### src/rtl/sm53b_arb_pkg.sv
// sm53b_arb_pkg: shared constants and the in-flight tag type for the
// shared mantissa-multiplier scheduler.
package sm53b_arb_pkg;

    localparam int unsigned DEF_NREQ    = 4;
    localparam int unsigned DEF_ASIZE   = 53;
    localparam int unsigned DEF_BSIZE   = 53;
    localparam int unsigned DEF_MUL_LAT = 2;
    localparam int unsigned PSIZE       = DEF_ASIZE + DEF_BSIZE;

    // Tag id is sized for the largest supported NREQ (8); narrower
    // configurations use the low bits only.
    localparam int unsigned TAG_IDW = 3;

    typedef struct packed {
        logic               valid;
        logic [TAG_IDW-1:0] id;
    } tag_t;

endpackage

### src/rtl/sm53b_arb_rr.sv
// sm53b_arb_rr: round-robin picker. Grants the first request at or after
// the pointer (upward, with wrap); on advance the pointer moves to one past
// the granted requester.
module sm53b_arb_rr
    import sm53b_arb_pkg::*;
#(
    parameter int unsigned NREQ = DEF_NREQ
) (
    input  logic            clk,
    input  logic            rst,
    input  logic [NREQ-1:0] i_req,
    input  logic            i_advance,
    output logic [NREQ-1:0] o_grant
);

    localparam int unsigned PW = (NREQ > 1) ? $clog2(NREQ) : 1;

    logic [PW-1:0] r_ptr;
    logic [PW-1:0] w_idx;
    logic          w_found;

    // Priority search starting at r_ptr, wrapping modulo NREQ
    always_comb begin
        logic [PW-1:0] v_j;
        o_grant = '0;
        w_idx   = '0;
        w_found = 1'b0;
        v_j     = '0;
        for (int unsigned k = 0; k < NREQ; k++) begin
            v_j = PW'((32'(r_ptr) + k) % NREQ);
            if (!w_found && i_req[v_j]) begin
                o_grant[v_j] = 1'b1;
                w_idx        = v_j;
                w_found      = 1'b1;
            end
        end
    end

    // Pointer moves past the winner only when a transfer actually happens
    always_ff @(posedge clk) begin
        if (rst) begin
            r_ptr <= '0;
        end else if (i_advance) begin
            r_ptr <= PW'((32'(w_idx) + 1) % NREQ);
        end
    end

endmodule

### src/rtl/sm53b_arb.sv
// sm53b_arb: shares one external MUL_LAT-stage pipelined multiplier among
// NREQ requesters. A tag pipeline tracks which requester owns each
// multiplier stage; products return through one registered result port
// with backpressure. Optional statistics: define SM53B_ARB_STAT_EN to add
// issue_cnt / stall_cnt.
module sm53b_arb
    import sm53b_arb_pkg::*;
#(
    parameter int unsigned NREQ    = DEF_NREQ,
    parameter int unsigned ASIZE   = DEF_ASIZE,
    parameter int unsigned BSIZE   = DEF_BSIZE,
    parameter int unsigned MUL_LAT = DEF_MUL_LAT,
    parameter int unsigned IDW     = $clog2(NREQ)
) (
    input  logic                   clk,
    input  logic                   rst,
    input  logic [NREQ-1:0]        req_valid,
    output logic [NREQ-1:0]        req_ready,
    input  logic [NREQ*ASIZE-1:0]  req_a,
    input  logic [NREQ*BSIZE-1:0]  req_b,
    output logic                   mul_ce,
    output logic [ASIZE-1:0]       mul_a,
    output logic [BSIZE-1:0]       mul_b,
    input  logic [ASIZE+BSIZE-1:0] mul_p,
    output logic                   res_valid,
    input  logic                   res_ready,
    output logic [IDW-1:0]         res_id,
    output logic [ASIZE+BSIZE-1:0] res_p,
    output logic                   busy
`ifdef SM53B_ARB_STAT_EN
    ,
    output logic [NREQ*16-1:0]     issue_cnt,
    output logic [15:0]            stall_cnt
`endif
);

    localparam int unsigned PW = ASIZE + BSIZE;

    logic [NREQ-1:0]    w_grant;
    logic               w_stall;
    logic               w_take;
    logic               w_xfer;
    logic [TAG_IDW-1:0] w_gid;

    tag_t               r_tag [MUL_LAT];
    logic               r_res_valid;
    logic [IDW-1:0]     r_res_id;
    logic [PW-1:0]      r_res_p;

    // Only a held result stalls; reset forces the multiplier to keep draining
    assign w_stall   = r_res_valid & ~res_ready;
    assign mul_ce    = rst | ~w_stall;
    assign w_take    = mul_ce & ~rst;
    assign req_ready = w_grant & {NREQ{w_take}};
    assign w_xfer    = |(req_valid & req_ready);

    sm53b_arb_rr #(
        .NREQ (NREQ)
    ) u_rr (
        .clk       (clk),
        .rst       (rst),
        .i_req     (req_valid),
        .i_advance (w_xfer),
        .o_grant   (w_grant)
    );

    // Steer the accepted requester's operands (zero when idle) and encode its id
    always_comb begin
        w_gid = '0;
        mul_a = '0;
        mul_b = '0;
        for (int unsigned k = 0; k < NREQ; k++) begin
            if (req_valid[k] & req_ready[k]) begin
                w_gid = TAG_IDW'(k);
                mul_a = req_a[k*ASIZE +: ASIZE];
                mul_b = req_b[k*BSIZE +: BSIZE];
            end
        end
    end

    // Tag pipeline moves in lock-step with the multiplier's ce-qualified stages
    always_ff @(posedge clk) begin
        if (rst) begin
            for (int unsigned k = 0; k < MUL_LAT; k++) begin
                r_tag[k] <= '0;
            end
        end else if (mul_ce) begin
            r_tag[0] <= '{valid: w_xfer, id: w_gid};
            for (int unsigned k = 1; k < MUL_LAT; k++) begin
                r_tag[k] <= r_tag[k-1];
            end
        end
    end

    // Result register: swaps in the next product whenever the pipe advances
    always_ff @(posedge clk) begin
        if (rst) begin
            r_res_valid <= 1'b0;
            r_res_id    <= '0;
            r_res_p     <= '0;
        end else if (mul_ce) begin
            r_res_valid <= r_tag[MUL_LAT-1].valid;
            r_res_id    <= r_tag[MUL_LAT-1].id[IDW-1:0];
            r_res_p     <= mul_p;
        end
    end

    assign res_valid = r_res_valid;
    assign res_id    = r_res_id;
    assign res_p     = r_res_p;

    // Busy while any tag is in flight or a result is held
    always_comb begin
        busy = r_res_valid;
        for (int unsigned k = 0; k < MUL_LAT; k++) begin
            busy = busy | r_tag[k].valid;
        end
    end

`ifdef SM53B_ARB_STAT_EN
    logic [15:0] r_issue [NREQ];
    logic [15:0] r_stall_cnt;

    // Saturating per-requester issue counters and stall-cycle counter
    always_ff @(posedge clk) begin
        if (rst) begin
            for (int unsigned k = 0; k < NREQ; k++) begin
                r_issue[k] <= '0;
            end
            r_stall_cnt <= '0;
        end else begin
            for (int unsigned k = 0; k < NREQ; k++) begin
                if (req_valid[k] && req_ready[k] && (r_issue[k] != '1)) begin
                    r_issue[k] <= r_issue[k] + 16'd1;
                end
            end
            if (w_stall && (r_stall_cnt != '1)) begin
                r_stall_cnt <= r_stall_cnt + 16'd1;
            end
        end
    end

    // Flatten the counter array onto the output bus
    always_comb begin
        issue_cnt = '0;
        for (int unsigned k = 0; k < NREQ; k++) begin
            issue_cnt[k*16 +: 16] = r_issue[k];
        end
    end

    assign stall_cnt = r_stall_cnt;
`endif

endmodule

### config.mk
export PLATFORM = sky130hd
export DESIGN_NAME = sm53b_arb
export DESIGN_NICKNAME = d
export VERILOG_FILES = /design/src/rtl/sm53b_arb_pkg.sv /design/src/rtl/sm53b_arb_rr.sv /design/src/rtl/sm53b_arb.sv
export SDC_FILE = /design/constraint.sdc
export NUM_CORES = 1
export LEC_CHECK = 0
export BUFFER_PORTS_ARGS = -buffer_cell sky130_fd_sc_hd__buf_2
export CAP_MARGIN = 40
export CELL_PAD_IN_SITES_DETAIL_PLACEMENT = 1
export CELL_PAD_IN_SITES_GLOBAL_PLACEMENT = 1
export CORE_AREA = 2 2 298 300
export DETAILED_ROUTE_END_ITERATION = 10
export DIE_AREA = 0 0 300 302
export PLACE_DENSITY = 0.45
export RECOVER_POWER = 50
export SYNTH_ARGS = -nofsm -noshare
export SYNTH_HDL_FRONTEND = slang
export SYNTH_HIERARCHICAL = 1
export SYNTH_SLANG_ARGS = --single-unit
### constraint.sdc
create_clock -name clk -period 3.6 [get_ports clk]
set_clock_uncertainty 0.1 [all_clocks]
set_input_delay 0.72 -clock clk [delete_from_list [all_inputs] [get_ports clk]]
set_output_delay 0.72 -clock clk [all_outputs]
set_load 0.03 [all_outputs]
# Word-level counts from Yosys, hierarchy flattened
# Memories as Yosys holds them, arrays and structs flattened.
# Cells that the tools add are included.
[op_classes]
n_addsub = 4
n_lt_le_gt_ge = 8
mux = 45
bitwise_logic = 19
n_reduce_logical = 11
[op_table]
columns = ["operator", "count"]
rows = [
  ["$mux 53", 8],
  ["$mux 4", 6],
  ["$mux 1", 17],
  ["$lt 2x3->1 const B", 4],
  ["$or 4x4->4", 3],
  ["$and 4x4->4", 2],
  ["$bmux 1 s2", 4],
  ["$demux 1 s2", 4],
  ["$ge 2x1->1 const B", 4],
  ["$mux 2", 4],
  ["$logic_and 1x1->1", 7],
  ["$and 1x1->1", 6],
  ["$mux 3", 2],
  ["$or 1x1->1", 5],
  ["$add 2x1->2 const B", 2],
  ["$add 2x2->2 const B", 2],
  ["$reduce_or 4->1", 1],
  ["$logic_not 1->1", 3],
  ["$not 1->1", 3],
]
[word_totals]
register_bits = 111
ram_bits = 8
in_bits = 537
output_inout_bits = 221
word_cells = 92
mem_count = 1
[mem_list]
columns = ["name", "depth", "word_bits", "rd", "rd_clocked_by_memory_dff", "write_ports", "line", "rtl"]
rows = [
  ["r_tag", 2, 4, 2, 0, 2, "sm53b_arb.sv:45", "tag_t r_tag [MUL_LAT];"],
]

# Logic depth before layout (Yosys ltp)
[logic_depth]
depth_word = 18
ltp_mapped = 17
ltp_nobuf = 13

# Cells and area by module
# The synthesis kept the hierarchy.
[by_module_without_submodules]
columns = ["module", "n_inst", "cells_per_inst", "area_each_um2", "seq_area_each_um2"]
rows = [
  ["sm53b_arb", 1, 668, 6401.1, 2362.3],
  ["sm53b_arb_rr", 1, 91, 653.1, 40.0],
]

# Worst setup path after synthesis
# Ideal clock, no wire load.
[synth_path]
path_type = "register to output"
from = "reg u_rr.r_ptr[0]"
to = "out mul_a[13]"
t_arrival_ns = 3.440
required_ns = 2.780
path_slack_ns = -0.660
path_stages_with_launch = 16
path_buffers = 4
path_cell_list = "dfxtp_1 > buf_6 > inv_1 > ha_1 > mux2_2 > mux2_4 > nand2_1 > a21oi_1 > a2111o_1 > and2_1 > buf_4 > nor2_4 > buf_6 > buf_4 > a221oi_1 > o2bb2ai_1"
[synth_via]
word_cells_on_any_way = 56
cone_classes = "add/sub (3); order compare (8); mux (27); bitwise (8); reduce/logical (10)"
[synth_lines]
columns = ["item", "line", "rtl"]
rows = [
  ["start: declaration", "sm53b_arb_rr.sv:18", "logic [PW-1:0] r_ptr;"],
  ["start signal: assignment", "sm53b_arb_rr.sv:44", "r_ptr <= PW'((32'(w_idx) + 1) % NREQ);"],
  ["parallel branches: the longest is 11 deep, another holds $lt 2x3->1", "--", ""],
  ["$mux 4 (*)", "sm53b_arb_rr.sv:31", "if (!w_found && i_req[v_j]) begin"],
  ["net w_grant[2]", "sm53b_arb.sv:39", "logic [NREQ-1:0] w_grant;"],
  ["$and 4x4->4 (*)", "sm53b_arb.sv:54", "assign req_ready = w_grant & {NREQ{w_take}};"],
  ["$and 1x1->1 (*)", "sm53b_arb.sv:73", "if (req_valid[k] & req_ready[k]) begin"],
  ["$mux 53 (*) (2 in a row)", "sm53b_arb.sv:73", ""],
  ["end: declaration", "sm53b_arb.sv:22", "output logic [ASIZE-1:0] mul_a,"],
]
# Mark *: on every way through the listed nets, which the timed path passes. The select of a mux whose other input is x is not followed.

# Worst setup path after layout
[layout_path]
from = "reg u_rr.r_ptr[1]"
to = "out mul_a[12]"
# Same word-level chain as after synthesis.

==> results.md <==
| Parameter | Value | Unit |
|:---|:---|:---|
| Result of the run | finished, violations left | - |
| Violated checks | setup timing | - |
| Depth of the worst register-to-register path | 17 | - |
| Max-slew headroom at the worst pin | 0.5684 | - |
| Post-synth EDFFs | 6 | - |
| Worst setup path end | mul_a[12] | - |
| Worst-skew pair later-pin latency | 0.41 | ns |
| Synthesized area | 7054 | um^2 |
| Die area | 90600 | um^2 |
| Delay of the slowest cell on the worst path | 0.41 | ns |
| Final setup viols | 108 | - |
| Cell count after synthesis | 759 | - |
| Actual transition at the worst max-transition pin | 0.6475 | ns |
| Clock root cell | sky130_fd_sc_hd__clkbuf_16 | - |
| Pwr/cell area | 764.1 | nW/um^2 |
| Worst supply voltage drop on vdd | 0.3603 | mV |
| TritonCTS clock tree | built | - |
| Worst slack on hold paths | 0.3572 | ns |
| Die X-Extent | 300 | um |
| Post-Route Utilization | 0.2008 | - |
| Post-Syn Nets | 1301 | - |
| Via density | 3.846 | - |
| R2R Path End | u_rr/r_ptr[1] | - |
| Clk pwr share | 0.115 | - |
| CTS Hold Buffers Added | 0 | - |
| Num CTS Buffers | 17 | - |
| Critical Path Sink Type | primary output | - |
| Pin count of the biggest net entering global routing | 109 | - |
| Leading cell types by total area after synthesis | sky130_fd_sc_hd__dfxtp_1, sky130_fd_sc_hd__a22o_1, sky130_fd_sc_hd__a221oi_1, sky130_fd_sc_hd__o2bb2ai_1, sky130_fd_sc_hd__o21ai_0 | - |
| Relative contribution of combinational cells to total power | 0.774 | - |
| Sequential Power Share | 0.112 | - |
| IO Port Bufs | 757 | - |
| Reported leakage power | 7.510 | nW |
| Longest Clk Path Bufs | 2 | - |
| Slowest cell on crit path | sky130_fd_sc_hd__a2111o_1 | - |
| Setup slack of the worst register-to-register path | 0.14 | ns |
| Total wirelength of the detailed-routed design | 59970 | um |
| Post-synthesis register bit count | 117 | - |
| Leading area contributor after synthesis | sky130_fd_sc_hd__dfxtp_1 | - |
| Internal power contribution | 7.301 | mW |
| Number of global-route vias before repair | 11428 | - |
| Clock Sink Count | 117 | - |
| Cell with the most instances after synthesis | sky130_fd_sc_hd__dfxtp_1 | - |
| Worst Slack Setup Final | -0.9262 | ns |
| Total core area | 87560 | um^2 |
| Global route total overflow | 0 | - |
| Worst Hold Class | reg -> reg | - |
| Number of top-level pins | 758 | - |
| Final hold vios | 0 | - |
| Syn avg cell area | 9.294 | um^2 |
| Area fraction of the dominant cell type after synthesis | 0.3150 | - |
| Total track usage | 0.1169 | - |
| Crit path arrival time | 3.71 | ns |
| CP Cell Sequence | inv_2 > ha_4 > mux2_4 > mux2_4 > nand2_4 > a21oi_2 > a2111o_1 > and2_4 > buf_16 > buf_6 > a221oi_4 > o2bb2ai_4 > buf_6 | - |
| Switch share | 0.4565 | - |
| Startpoint of the lowest-slack register-to-register path | u_rr/r_ptr[1] | - |
| Count of nets after finishing | 2137 | - |
| Critical path launch point | u_rr/r_ptr[1] | - |
| Unrepaired setup endpoints after global routing | true | - |
| Most instantiated flip-flop cell in the synthesis netlist | sky130_fd_sc_hd__dfxtp_1 | - |
| Peak clock frequency supported by timing | 220.9 | MHz |
| Wire length of the first global-routing pass | 78650 | um |
| # DRC | 0 | - |
| Part of the Yosys area used for sequential elements | 0.3405 | - |
| Pre-antenna DRT Iters | 4 | - |
| Level count of the clock H-tree | 4 | - |
| Startpoint type of the worst setup path | flop | - |
| Remaining antenna violation count after routing | 0 | - |
| YS warnings | 6 | - |
| Minimum period implied by the final worst setup slack | 4.526 | ns |
| Fraction of layout cells with a size suffix above 1 | 0.7427 | - |
| Total count of max-transition violations in the final report | 0 | - |
| Violation count after the first detailed-route iteration | 449 | - |
| Standard-cell rows | 109 | - |
| Routability cong. | 0.9309 | - |
| List of most frequent post-synthesis cells | sky130_fd_sc_hd__dfxtp_1, sky130_fd_sc_hd__a22o_1, sky130_fd_sc_hd__o21ai_0 | - |
| Count of vias placed by the detailed router | 10679 | - |
| Initial antenna violation count | 14 | - |
| Crit share post-route | 1.257 | - |
| Clock transition at the register clock pins on the worst setup and hold paths after CTS | 0.05 | ns |
| Initial Util | 0.08057 | - |
| Vertical extent of the die | 302 | um |
| Count of distinct cell types in the synthesized netlist | 53 | - |
| Kind of critical path | reg -> out | - |
| Post-synthesis async set-or-reset flop share | 0 | - |
| Required time at the endpoint of the critical path | 2.78 | ns |
| Max_cap viols | 0 | - |
| Area growth syn-to-layout | 149.2 | % |
| Estimated wirelength of the detail-placed design | 45320 | um |
| Net switching power | 6.132 | mW |
| Wirelength per Cell | 21.59 | um |
| Max FO, Critical Path | 35 | - |
[worst max-delay path: cells and delay by family, from the launching register on]
kind	cells	cell delay [ns]
DFF	1	0.33
and+or+nand+nor	2	0.29
adders and majority gates	1	0.30
AOI/OAI and AO/OA	4	0.88
muxes	2	0.66
buffers and inverters	4	0.67
[how the worst min path moves through the flow]
stage / startpoint / end / slack, ns / cells past startpoint
6_report: r_tag[0][4] / res_id[0] / 0.36 / 1
5_1_grt: mul_p[60] / res_p[60] / 0.38 / 2
4_1_cts: r_tag[0][4] / res_id[0] / 0.36 / 1
3_5_place_dp: r_tag[0][4] / res_id[0] / 0.35 / 1
3_3_place_gp: res_p[99] / res_p[99] / 0.36 / 1
2_1_floorplan: r_tag[0][4] / res_id[0] / 0.34 / 1
[cell type report]
type,instances,area [um^2]
inverter,4,15.01
fill,10232,69980
antenna,7,17.52
multi-input combinational,539,6411
timing repair buffer,916,6749
tap,1165,1458
clock buffer,18,439.2
sequential,117,2405
clock inverter,11,86.33
[sequential cells by signal, summed over array words and instances, names as in the netlist]
| signal | flops |
|---|---|
| res_p | 106 |
| r_tag | 6 |
| res_id | 2 |
| u_rr/r_ptr | 2 |
| res_valid | 1 |
[routing by layer]
layer	vias to the layer above	global-route usage	share of wire
met5	-	0	0.00067
met4	6	0.02417	0.014
met3	53	0.03972	0.081
met2	496	0.2143	0.51
met1	5274	0.1304	0.39
li1	4850	-	-
[cell usage in the layout, fill, tap and decap left out, drive strengths merged, types with 6 or more instances in the layout]
master   netlist  final
buf           59    904
dfxtp        111    111
o21ai        109    109
a22o         108    108
a221oi       106    106
o2bb2ai      104    104
clkbuf        40     29
nand2         19     19
nor2          13     13
a21oi         11     11
and2          10     10
clkinv         0      8
nor2b          8      8
diode          0      7
edfxtp         6      6
inv            4      6
[through the flow]
stage                     total power [mW]  setup WS [ns]  cells  cell area (um^2)  setup TNS, ns
after global placement               8.764        -0.8227   2712             14040         -60.48
after CTS                            11.88        -0.8798   2757             15980         -85.18
after detailed placement             8.824        -0.8444   2712             14040         -61.93
final                                13.43        -0.9262   2777             17580         -87.95
after floorplan                      5.798        -0.3879    759              8053         -37.94
after global routing                 14.11         -1.011   2773             17570        -101.11
[kinds of logic after synthesis]
logic type               count (synthesis)  synth area share
buffers and inverters                  103           0.07946
multiplexers                             3          0.005853
adder cells (fa/ha/maj)                  5          0.008868
flip-flops                             117            0.3405
AND/OR/NAND/NOR                         71           0.05765
AO/OA/AOI/OAI                          460            0.5076
[power by group through the flow]
stage / clock, mW / combinational (mW) / sequential, mW
after CTS: 1.60 / 8.77 / 1.51
after detailed placement: 0 / 7.29 / 1.53
final: 1.54 / 10.4 / 1.50
after global placement: 0 / 7.24 / 1.53
after floorplan: 0 / 4.07 / 1.73
after global routing: 1.66 / 10.9 / 1.52
[timing repair]
action                                  in CTS  in global routing
gates cloned                                 8                 12
setup buffers                                8                 21
endpoints found under the setup margin     111                111
pin swaps                                   10                 67
gates resized for setup                    261                217
(Power assumes the default switching activity.)
